<file path="src/rtl/i2c_pkg.sv">
// Shared I2C target definitions: protocol state codes, byte/counter widths, pointer wrap helper.
package i2c_pkg;

  localparam int BYTE_W = 8;
  localparam int CNT_W  = 3;

  typedef enum logic [4:0] {
    ST_IDLE          = 5'd0,
    ST_START         = 5'd1,
    ST_DEVICE_ADDR   = 5'd2,
    ST_READ_OR_WRITE = 5'd3,
    ST_ADDR_ACK      = 5'd4,
    ST_REG_ADDR      = 5'd5,
    ST_REG_ACK       = 5'd6,
    ST_WRITE         = 5'd7,
    ST_WRITE_ACK     = 5'd8,
    ST_READ          = 5'd9,
    ST_READ_ACK      = 5'd10,
    ST_STOP          = 5'd11
  } state_e;

  function automatic logic [BYTE_W-1:0] ptr_next(input logic [BYTE_W-1:0] ptr,
                                                 input int num_regs);
    return (ptr == BYTE_W'(num_regs - 1)) ? '0 : ptr + 8'd1;
  endfunction

endpackage

</file>
<file path="src/rtl/i2c_sync_edge.sv">
// 2-flop synchronizer plus history flop; rise/fall pulses are valid 2 clk after the pin edge.
module i2c_sync_edge (
  input  logic clk,
  input  logic rst_n,
  input  logic d_in,
  output logic d_sync,
  output logic rise,
  output logic fall
);

  logic meta_q, meta_d;
  logic sync_q, sync_d;
  logic prev_q, prev_d;

  always_comb begin
    meta_d = d_in;
    sync_d = meta_q;
    prev_d = sync_q;
  end

  // Idle I2C bus is high, so all stages reset to 1 to avoid a phantom edge.
  always_ff @(posedge clk) begin
    if (!rst_n) begin
      meta_q <= 1'b1;
      sync_q <= 1'b1;
      prev_q <= 1'b1;
    end else begin
      meta_q <= meta_d;
      sync_q <= sync_d;
      prev_q <= prev_d;
    end
  end

  assign d_sync = sync_q;
  assign rise   = sync_q & ~prev_q;
  assign fall   = ~sync_q & prev_q;

endmodule

</file>
<file path="src/rtl/i2c_target_fsm.sv">
// I2C register-bank target: address match, pointer write, auto-incrementing burst write/read.
// Bus events act 3 clk after the pin edge; START/STOP/ena override every state.
module i2c_target_fsm
  import i2c_pkg::*;
#(
  parameter logic [6:0] DEV_ADDR = 7'h2A,
  parameter int         NUM_REGS = 8
) (
  input  logic              clk,
  input  logic              rst_n,
  input  logic              ena,
  input  logic              scl_in,
  input  logic              sda_in,
  output logic              sda_oe,
  output logic [4:0]        state,
  output logic [BYTE_W-1:0] reg_addr,
  output logic [BYTE_W-1:0] reg_wdata,
  output logic              reg_we,
  output logic              reg_re,
  input  logic [BYTE_W-1:0] reg_rdata,
  output logic              busy
);

  localparam logic [BYTE_W:0] NUM_REGS_W = (BYTE_W+1)'(NUM_REGS);

  logic scl_s, scl_rise, scl_fall;
  logic sda_s, sda_rise, sda_fall;
  logic start_det, stop_det;

  i2c_sync_edge u_scl_sync (
    .clk    (clk),
    .rst_n  (rst_n),
    .d_in   (scl_in),
    .d_sync (scl_s),
    .rise   (scl_rise),
    .fall   (scl_fall)
  );

  i2c_sync_edge u_sda_sync (
    .clk    (clk),
    .rst_n  (rst_n),
    .d_in   (sda_in),
    .d_sync (sda_s),
    .rise   (sda_rise),
    .fall   (sda_fall)
  );

  assign start_det = sda_fall & scl_s;
  assign stop_det  = sda_rise & scl_s;

  state_e              state_q, state_d;
  logic [CNT_W-1:0]    cnt_q, cnt_d;
  logic [BYTE_W-1:0]   shreg_q, shreg_d;
  logic [BYTE_W-1:0]   ptr_q, ptr_d;
  logic [BYTE_W-1:0]   wdata_q, wdata_d;
  logic                rw_q, rw_d;
  logic                match_q, match_d;
  logic                mack_q, mack_d;
  logic                byte_done_q, byte_done_d;
  logic                load_q, load_d;
  logic                oe_q, oe_d;
  logic                busy_q, busy_d;
  logic                we_q, we_d;
  logic                re_q, re_d;

  always_ff @(posedge clk) begin
    if (!rst_n) begin
      state_q     <= ST_IDLE;
      cnt_q       <= '0;
      shreg_q     <= '0;
      ptr_q       <= '0;
      wdata_q     <= '0;
      rw_q        <= 1'b0;
      match_q     <= 1'b0;
      mack_q      <= 1'b0;
      byte_done_q <= 1'b0;
      load_q      <= 1'b0;
      oe_q        <= 1'b0;
      busy_q      <= 1'b0;
      we_q        <= 1'b0;
      re_q        <= 1'b0;
    end else begin
      state_q     <= state_d;
      cnt_q       <= cnt_d;
      shreg_q     <= shreg_d;
      ptr_q       <= ptr_d;
      wdata_q     <= wdata_d;
      rw_q        <= rw_d;
      match_q     <= match_d;
      mack_q      <= mack_d;
      byte_done_q <= byte_done_d;
      load_q      <= load_d;
      oe_q        <= oe_d;
      busy_q      <= busy_d;
      we_q        <= we_d;
      re_q        <= re_d;
    end
  end

  always_comb begin
    state_d     = state_q;
    cnt_d       = cnt_q;
    shreg_d     = shreg_q;
    ptr_d       = ptr_q;
    wdata_d     = wdata_q;
    rw_d        = rw_q;
    match_d     = match_q;
    mack_d      = mack_q;
    byte_done_d = byte_done_q;
    oe_d        = oe_q;
    busy_d      = busy_q;
    we_d        = 1'b0;
    re_d        = 1'b0;
    load_d      = re_q;

    if (!ena) begin
      state_d     = ST_IDLE;
      oe_d        = 1'b0;
      busy_d      = 1'b0;
      cnt_d       = '0;
      byte_done_d = 1'b0;
      load_d      = 1'b0;
    end else if (stop_det) begin
      state_d     = ST_IDLE;
      oe_d        = 1'b0;
      busy_d      = 1'b0;
      byte_done_d = 1'b0;
      load_d      = 1'b0;
    end else if (start_det) begin
      state_d     = ST_DEVICE_ADDR;
      cnt_d       = '0;
      oe_d        = 1'b0;
      busy_d      = 1'b1;
      byte_done_d = 1'b0;
      load_d      = 1'b0;
    end else begin
      case (state_q)
        ST_DEVICE_ADDR: begin
          if (scl_rise) begin
            shreg_d = {shreg_q[BYTE_W-2:0], sda_s};
            cnt_d   = cnt_q + 3'd1;
            if (cnt_q == 3'd7) begin
              rw_d    = sda_s;
              match_d = (shreg_q[6:0] == DEV_ADDR);
              state_d = ST_READ_OR_WRITE;
            end
          end
        end
        // Decision deferred to the falling edge so ACK only appears while SCL is low.
        ST_READ_OR_WRITE: begin
          if (scl_fall) begin
            if (match_q) begin
              oe_d    = 1'b1;
              state_d = ST_ADDR_ACK;
            end else begin
              state_d = ST_IDLE;
            end
          end
        end
        ST_ADDR_ACK: begin
          if (scl_fall) begin
            oe_d        = 1'b0;
            cnt_d       = '0;
            byte_done_d = 1'b0;
            if (rw_q) begin
              re_d    = 1'b1;
              state_d = ST_READ;
            end else begin
              state_d = ST_REG_ADDR;
            end
          end
        end
        ST_REG_ADDR: begin
          if (scl_rise) begin
            shreg_d = {shreg_q[BYTE_W-2:0], sda_s};
            cnt_d   = cnt_q + 3'd1;
            if (cnt_q == 3'd7) byte_done_d = 1'b1;
          end else if (scl_fall && byte_done_q) begin
            byte_done_d = 1'b0;
            if ({1'b0, shreg_q} < NUM_REGS_W) begin
              ptr_d   = shreg_q;
              oe_d    = 1'b1;
              state_d = ST_REG_ACK;
            end else begin
              state_d = ST_IDLE;
            end
          end
        end
        ST_REG_ACK: begin
          if (scl_fall) begin
            oe_d    = 1'b0;
            cnt_d   = '0;
            state_d = ST_WRITE;
          end
        end
        ST_WRITE: begin
          if (scl_rise) begin
            shreg_d = {shreg_q[BYTE_W-2:0], sda_s};
            cnt_d   = cnt_q + 3'd1;
            if (cnt_q == 3'd7) begin
              we_d        = 1'b1;
              wdata_d     = {shreg_q[BYTE_W-2:0], sda_s};
              byte_done_d = 1'b1;
            end
          end else if (scl_fall && byte_done_q) begin
            byte_done_d = 1'b0;
            oe_d        = 1'b1;
            state_d     = ST_WRITE_ACK;
          end
        end
        ST_WRITE_ACK: begin
          if (scl_fall) begin
            oe_d    = 1'b0;
            cnt_d   = '0;
            ptr_d   = ptr_next(ptr_q, NUM_REGS);
            state_d = ST_WRITE;
          end
        end
        // First bit goes out when the bank data lands, a few clk into the SCL low phase.
        ST_READ: begin
          if (load_q) begin
            shreg_d = reg_rdata;
            oe_d    = ~reg_rdata[BYTE_W-1];
          end else if (scl_rise) begin
            cnt_d = cnt_q + 3'd1;
            if (cnt_q == 3'd7) byte_done_d = 1'b1;
          end else if (scl_fall) begin
            if (byte_done_q) begin
              byte_done_d = 1'b0;
              oe_d        = 1'b0;
              state_d     = ST_READ_ACK;
            end else begin
              shreg_d = {shreg_q[BYTE_W-2:0], 1'b0};
              oe_d    = ~shreg_q[BYTE_W-2];
            end
          end
        end
        ST_READ_ACK: begin
          if (scl_rise) begin
            mack_d = sda_s;
          end else if (scl_fall) begin
            if (!mack_q) begin
              ptr_d   = ptr_next(ptr_q, NUM_REGS);
              re_d    = 1'b1;
              cnt_d   = '0;
              state_d = ST_READ;
            end else begin
              state_d = ST_IDLE;
            end
          end
        end
        default: state_d = state_q;
      endcase
    end
  end

  always_comb begin
    state     = state_q;
    sda_oe    = oe_q;
    busy      = busy_q;
    reg_addr  = ptr_q;
    reg_wdata = wdata_q;
    reg_we    = we_q;
    reg_re    = re_q;
  end

endmodule
</file>
<file path="config.mk">
export PLATFORM = sky130hd
export DESIGN_NAME = i2c_target_fsm
export DESIGN_NICKNAME = d
export VERILOG_FILES = /design/src/rtl/i2c_pkg.sv /design/src/rtl/i2c_sync_edge.sv /design/src/rtl/i2c_target_fsm.sv
export SDC_FILE = /design/constraint.sdc
export NUM_CORES = 1
export LEC_CHECK = 0
export BUFFER_PORTS_ARGS = -buffer_cell sky130_fd_sc_hd__buf_2
export CAP_MARGIN = 20
export CORE_MARGIN = 2
export CORE_UTILIZATION = 57
export DETAILED_ROUTE_END_ITERATION = 10
export PLACE_DENSITY = 0.78
export SYNTH_ARGS = -nofsm -noshare
export SYNTH_HDL_FRONTEND = slang
export SYNTH_SLANG_ARGS = --single-unit
</file>
<file path="constraint.sdc">
create_clock -name clk -period 2.4 [get_ports clk]
set_input_delay 0 -clock clk [delete_from_list [all_inputs] [get_ports clk]]
set_output_delay 0 -clock clk [all_outputs]
set_load 0.005 [all_outputs]
</file>
==> results of run 1 <==
## cells by family after synthesis
group           synth area share
simple gates               0.264
xor+xnor                 0.00319
mux                       0.0801
buf+inv                   0.0646
other cells              0.00136
fa+ha+maj                 0.0137
compound gates             0.238
flops                      0.335
## Yosys cell counts, types with 4 or more instances
library cell   n
dfxtp_1       46
nand2_1       34
mux2i_1       22
nor2_1        22
a21oi_1       18
nor2b_1       18
o21ai_0       12
nand2b_1      10
o211a_1       10
buf_2          8
clkbuf_1       7
nand3_1        7
nor3_1         6
o211ai_1       6
a211oi_1       5
a211o_1        4
a21o_1         4
buf_4          4
nand3b_1       4
nor3b_1        4
## state kept, by name, summed over array words and instances (netlist names)
name / cells
load_q: 1
u_sda_sync.meta_q: 1
match_q: 1
rw_q: 1
cnt_q: 3
reg_we: 1
u_sda_sync.d_sync: 1
reg_wdata: 8
reg_re: 1
u_sda_sync.prev_q: 1
sda_oe: 1
shreg_q: 8
u_scl_sync.meta_q: 1
reg_addr: 8
state: 4
byte_done_q: 1
u_scl_sync.d_sync: 1
u_scl_sync.prev_q: 1
mack_q: 1
busy: 1
## repair_timing
item,4_1_cts,5_1_grt
endpoints found under the hold margin,2,0
hold buffers,2,0
buffers inserted,0,0
## final cells by class
type                       count  area (µm²)
multi-input combinational    242        1650
fill                         399        1650
tap                           54        67.6
inverter                       4        15.0
sequential                    46         921
clock inverter                 2        37.5
timing repair buffer          49         283
clock buffer                   6        72.6
## critical path: stages, from the launching register on
cell and delay, ns:
dfxtp_1 0.37, or4_4 0.59, nor3b_4 0.26, o2111ai_2 0.33, o211ai_1 0.27, o21ai_1 0.09
## routing by layer
metal | wire, µm | share of wire | global-route usage
met5 | 0 | 0 | 0
met4 | 53 | 0.0083 | 0.0626
met3 | 327 | 0.051 | 0.0398
met2 | 2970 | 0.46 | 0.382
met1 | 3040 | 0.48 | 0.337
## through the flow
| step | hold WS [ns] | cells |
|---|---|---|
| 5_1_grt | 0.0357 | 403 |
| 4_1_cts | 0.0174 | 403 |
| 2_1_floorplan | 0.101 | 317 |
| 3_3_place_gp | 0.182 | 393 |
| 6_report | 0.0232 | 403 |
| 3_5_place_dp | 0.192 | 393 |
## report_power, final
group / internal, mW / total, mW / switching (mW) / leakage [nW]
sequential: 0.768 / 0.775 / 0.00671 / 0.372
combinational: 0.0377 / 0.0851 / 0.0475 / 0.883
clock: 0.311 / 0.573 / 0.262 / 0.0514
## worst paths after layout
path,startpoint,to,slack [ns],depth (start not counted)
worst max-delay path,shreg_q[6],reg_addr[2],0.37,5
worst min register to register,u_scl_sync.meta_q,u_scl_sync.d_sync,0.42,1
worst min-delay path,ena,cnt_q[0],0.02,3
worst max register to register,shreg_q[6],reg_addr[2],0.37,5
==> flow_summary.yaml, run 1 <==
cts:
  cts-root-buf: "clkbuf_8"
  cts_htree_levels: 2
  cts_tree: "done"
  path_clk_slew_ns: 0.09
  clock-sinks: 46
  cts_max_path_buffers: 2
  cts_resized: 0
  clk_latency_ns: 0.30
  cts_made_buffers: 5
flow_run:
  maxCapViolCount: 0
yosys:
  synth_area_leader_cell: "dfxtp_1"
  syn_inst: 317
  syn_nets: 333
  synth_warnings: 0
  ys_ff_latch: 46
  synthTopCellsByArea: "dfxtp_1 34%, mux2i_1 8.0%, nand2_1 4.6%, nor2b_1 4.1%, o211a_1 3.6%"
  synthArstFlopShare: 0
  synth.avg_cell_area_um2: 8.67
  netlist_area_um2: 2750
  synth_edf_count: 0
  synth_cell_types: 63
  synth-main-ff-cell: "dfxtp_1"
  yosysTopAreaCellShare: 0.335
  synth-seq-area-share: 0.335
sta:
  fin_crit_ns: 2.03
  hold_violations: 0
  skew_ns: 0.00670
  max_freq_ghz: 0.491
  setup_viol: 0
  tns_ns: 0
  slew_headroom: 0.566
  finalWorstSetupSlack_ns: 0.365
  period_share: 0.848
  slew_viol_final: 0
  rsz0062_at_grt: "false"
  tightest_slew_ns: 0.649
placement:
  io_buffers: 36
  pre_cts_slack_ns: 0.397
  place_congestion: 0.893
  dp.final_hpwl_mm: 4.46
  postPlaceCellArea_um2: 2920
floorplanning:
  core-area_um2: 4690
  rows: 25
  chipHeight_um: 73.4
  die_area_um2: 5390
  start_util: 0.586
  chipWidth_um: 73.4
  io_pins: 38
route:
  firstDrtPassIters: 4
  drc: 0
  dr.first_iter.drc_count: 196
  detail-route-antenna-nets: 0
  vias: 2522
  vias_per_cell: 6.26
  wl_per_cell_um: 15.8
  routed_wl_mm: 6.39
global_routing:
  antenna_found_initial: 0
  grt.total_usage: 0.240
  grt_max_degree: 41
  grt_pass1_wl_mm: 10.3
  grt_overflow_total: 0
  grt_pass1_vias: 2137
cells_and_area:
  final_area_um2: 3050
  layout_common_cells: "46 x dfxtp_1, 36 x buf_2, 34 x nand2_1"
  final_nets: 364
  syn_to_final_growth_pct: 10.8
  antenna_cells: 0
  final_common_cell: "dfxtp_1"
  drive_gt1_frac: 0.209
  utilization: 0.649
critical_path:
  crit_required_ns: 2.57
  cp-start-kind: "flop"
  critPathKind: "reg2reg"
  worstPathArrival_ns: 2.21
  cp-end-kind: "flop"
  crit_fanout: 12
hold_path:
  hp-class: "in2reg"
power_and_ir_drop:
  p_leak_nw: 1.31
  powerDensity_nw_per_um2: 470
  finalPower_mw: 1.43
  peakVddDrop_v: 0.000368
outcome:
  status: "finished clean"
No activity file was read; power rests on OpenSTA's default activity.
==> inputs of run 2 (changes only) <==
Settings changed: ABC_AREA set to 1, CORE_UTILIZATION 57 to 52, PLACE_DENSITY 0.78 to 0.75.
Clock period 2.4 ns to 1.7 ns, I/O delays scaled along.
==> run 2 against run 1 <==
  * Global-route usage grew 3.2 points
  * Via count increased by 15%
  * Non-clock buffer count up 16
  * Cell count grew 37%
  * Wire length rose by 10%
  * Utilization up 0.87 points
  * Clock-buffer cell count is 1 lower
  * Clock power grew 51%
  * Combinational power grew to 3.4 times the previous value
  * Clock skew decreased by 0.00051 ns
  * Largest cell class unchanged
  * Highest routed layer unchanged
==> flow_summary.yaml, run 2 <==
global_routing:
  grt_pass1_wl_mm: 11.9
  grt_overflow_total: 0
  grt_pass1_vias: 2590
  antenna_found_initial: 0
  grt_max_degree: 23
  grt.total_usage: 0.272
critical_path:
  cp-end-kind: "flop"
  cp_slowest_cell: "dfxtp_1"
  crit_fanout: 4
  path_cells: "buf_4 -> nor2_2 -> nand2_1 -> nand2_2 -> nand2_1 -> nand3_1 -> nor2_1 -> buf_4 -> nand2_1 -> nand2_1 -> nand2_1 -> nor2_1"
  rr_worst_depth: 12
  critPathKind: "reg2reg"
  r2r_end: "state[3]"
  worstPathArrival_ns: 1.81
  cp-start-kind: "flop"
  crit_family: "simple AND/OR/NAND/NOR gates"
  slowest_delay_ns: 0.34
  crit_required_ns: 1.91
  regToRegSetupSlack_ns: 0.10
  crit_buf_inv: 2
  cp_common_cell: "nand2_1"
  r2r-start: "state[0]"
yosys:
  netlist_area_um2: 2680
  synth-main-ff-cell: "dfxtp_1"
  syn_nets: 434
  synth-seq-area-share: 0.344
  synth_edf_count: 0
  synth_area_leader_cell: "dfxtp_1"
  synthArstFlopShare: 0
  yosysMostFrequentCell: "nor2_1"
  synthMuxAreaShare: 0
  synth_cell_types: 34
  synth_top_family_by_area: "simple AND/OR/NAND/NOR gates"
  synth_warnings: 0
  yosys.area_share.simple: 0.390
  synth_compound_area_frac: 0.157
  synth.avg_cell_area_um2: 6.41
  ys_top_cells_by_count: "85 x nor2_1, 80 x nand2_1, 46 x dfxtp_1, 46 x inv_1, 44 x o21ai_0"
  ys_ff_latch: 46
  syn_inst: 418
  yosysTopAreaCellShare: 0.344
  synth-xor-area-share: 0
  synthTopCellsByArea: "dfxtp_1 34%, nor2_1 12%, nand2_1 11%, o21ai_0 8.2%, inv_1 6.4%"
  synthAdderAreaFrac: 0.0140
flow_run:
  maxCapViolCount: 0
power_and_ir_drop:
  peakVddDrop_v: 0.000627
  combPwrFrac: 0.127
  clock_power_share: 0.382
  p_leak_nw: 1.60
  p_sw_frac: 0.270
  powerDensity_nw_per_um2: 683
  p_int_mw: 1.65
  p_sw_mw: 0.612
  seq_power_share: 0.491
placement:
  dp.final_hpwl_mm: 5.29
  pre_cts_slack_ns: 0.00953
  place_congestion: 1.07
  io_buffers: 36
  postPlaceCellArea_um2: 3100
route:
  vias: 2898
  wl_per_cell_um: 12.8
  dr.first_iter.drc_count: 233
  detail-route-antenna-nets: 0
  firstDrtPassIters: 5
  vias_per_cell: 5.24
  drc: 0
  routed_wl_mm: 7.05
cells_and_area:
  final_area_um2: 3320
  antenna_cells: 0
  layout_common_cells: "83 x nor2_1, 77 x nand2_1, 46 x inv_1"
  utilization: 0.658
  final_nets: 498
  drive_gt1_frac: 0.240
  syn_to_final_growth_pct: 23.8
  final_common_cell: "nor2_1"
cts:
  cts_max_path_buffers: 2
  cts_tree: "done"
  cts-root-buf: "clkbuf_8"
  clk_latency_ns: 0.31
  cts_htree_levels: 2
  cts_made_buffers: 5
  path_clk_slew_ns: 0.10
  clock-sinks: 46
floorplanning:
  rows: 26
  chipWidth_um: 75.8
  chipHeight_um: 75.8
  io_pins: 38
  core-area_um2: 5040
  start_util: 0.532
  die_area_um2: 5740
hold_path:
  min_from: "reg_rdata[2]"
  whs_path_depth: 5
  min_to: "shreg_q[2]"
  hp-class: "in2reg"
sta:
  hold_violations: 0
  skew_ns: 0.00620
  finalWorstSetupSlack_ns: 0.102
  rsz0062_at_grt: "true"
  setup_viol: 0
  slew_viol_final: 0
  period_share: 0.940
  max_freq_ghz: 0.626
  fin_crit_ns: 1.60
  tns_ns: 0
outcome:
  status: "finished clean"
[run 2: stage by stage]
stage               std cells  total power [mW]  hold WS (ns)
finish                    553              2.27        0.0476
global route              553              2.38        0.0741
CTS                       552              2.27        0.0452
detailed placement        540              1.40         0.188
global placement          540              1.40         0.184
floorplan                 418              1.31         0.107
[run 2: worst reg2reg max path: stages, from the launching register on]
cell and delay, ns:
dfxtp_1 0.34, buf_4 0.17, nor2_2 0.17, nand2_1 0.15, nand2_2 0.13, nand2_1 0.06
nand3_1 0.08, nor2_1 0.04, buf_4 0.15, nand2_1 0.08, nand2_1 0.05, nand2_1 0.05
nor2_1 0.04
[run 2: repair_timing]
item	CTS	global route
pin swaps	1	1
setup endpoints to repair	2	33
gates resized for setup	0	20
hold buffers	2	0
hold endpoints to repair	2	0
gates cloned	0	0
setup buffers	2	1
[run 2: worst max-delay path by stage]
stage / from / end / depth (start not counted)
4_1_cts: state[2] / state[3] / 12
3_3_place_gp: state[2] / reg_addr[4] / 11
3_5_place_dp: state[2] / reg_addr[7] / 11
6_report: state[0] / state[3] / 12
5_1_grt: state[0] / cnt_q[0] / 11
2_1_floorplan: state[0] / reg_addr[7] / 10
[run 2: kinds of logic after synthesis]
| kind of cell | after synthesis |
|---|---|
| DFF | 46 |
| buffers and inverters | 62 |
| AOI/OAI and AO/OA | 74 |
| adders and majority gates | 3 |
| and+or+nand+nor | 232 |
| other | 1 |
[run 2: routing by layer]
| metal | routed length, µm | share of wire | GRT usage |
|---|---|---|---|
| met1 | 3230 | 0.46 | 0.382 |
| met2 | 3180 | 0.45 | 0.416 |
| met3 | 516 | 0.073 | 0.0556 |
| met4 | 128 | 0.018 | 0.0877 |
| met5 | 0 | 0 | 0 |
[run 2: cell type report]
class	instances	area [µm²]
fill	482	1720
inverter	54	205
clock inverter	3	48.8
timing repair buffer	65	428
sequential	46	933
tap	70	87.6
multi-input combinational	310	1550
clock buffer	5	68.8
[run 2: power groups by stage]
stage | logic, mW | clock network (mW) | registers (mW)
detailed placement | 0.262 | 0 | 1.14
global route | 0.330 | 0.935 | 1.12
CTS | 0.271 | 0.884 | 1.11
global placement | 0.260 | 0 | 1.14
floorplan | 0.178 | 0 | 1.14
finish | 0.288 | 0.866 | 1.11
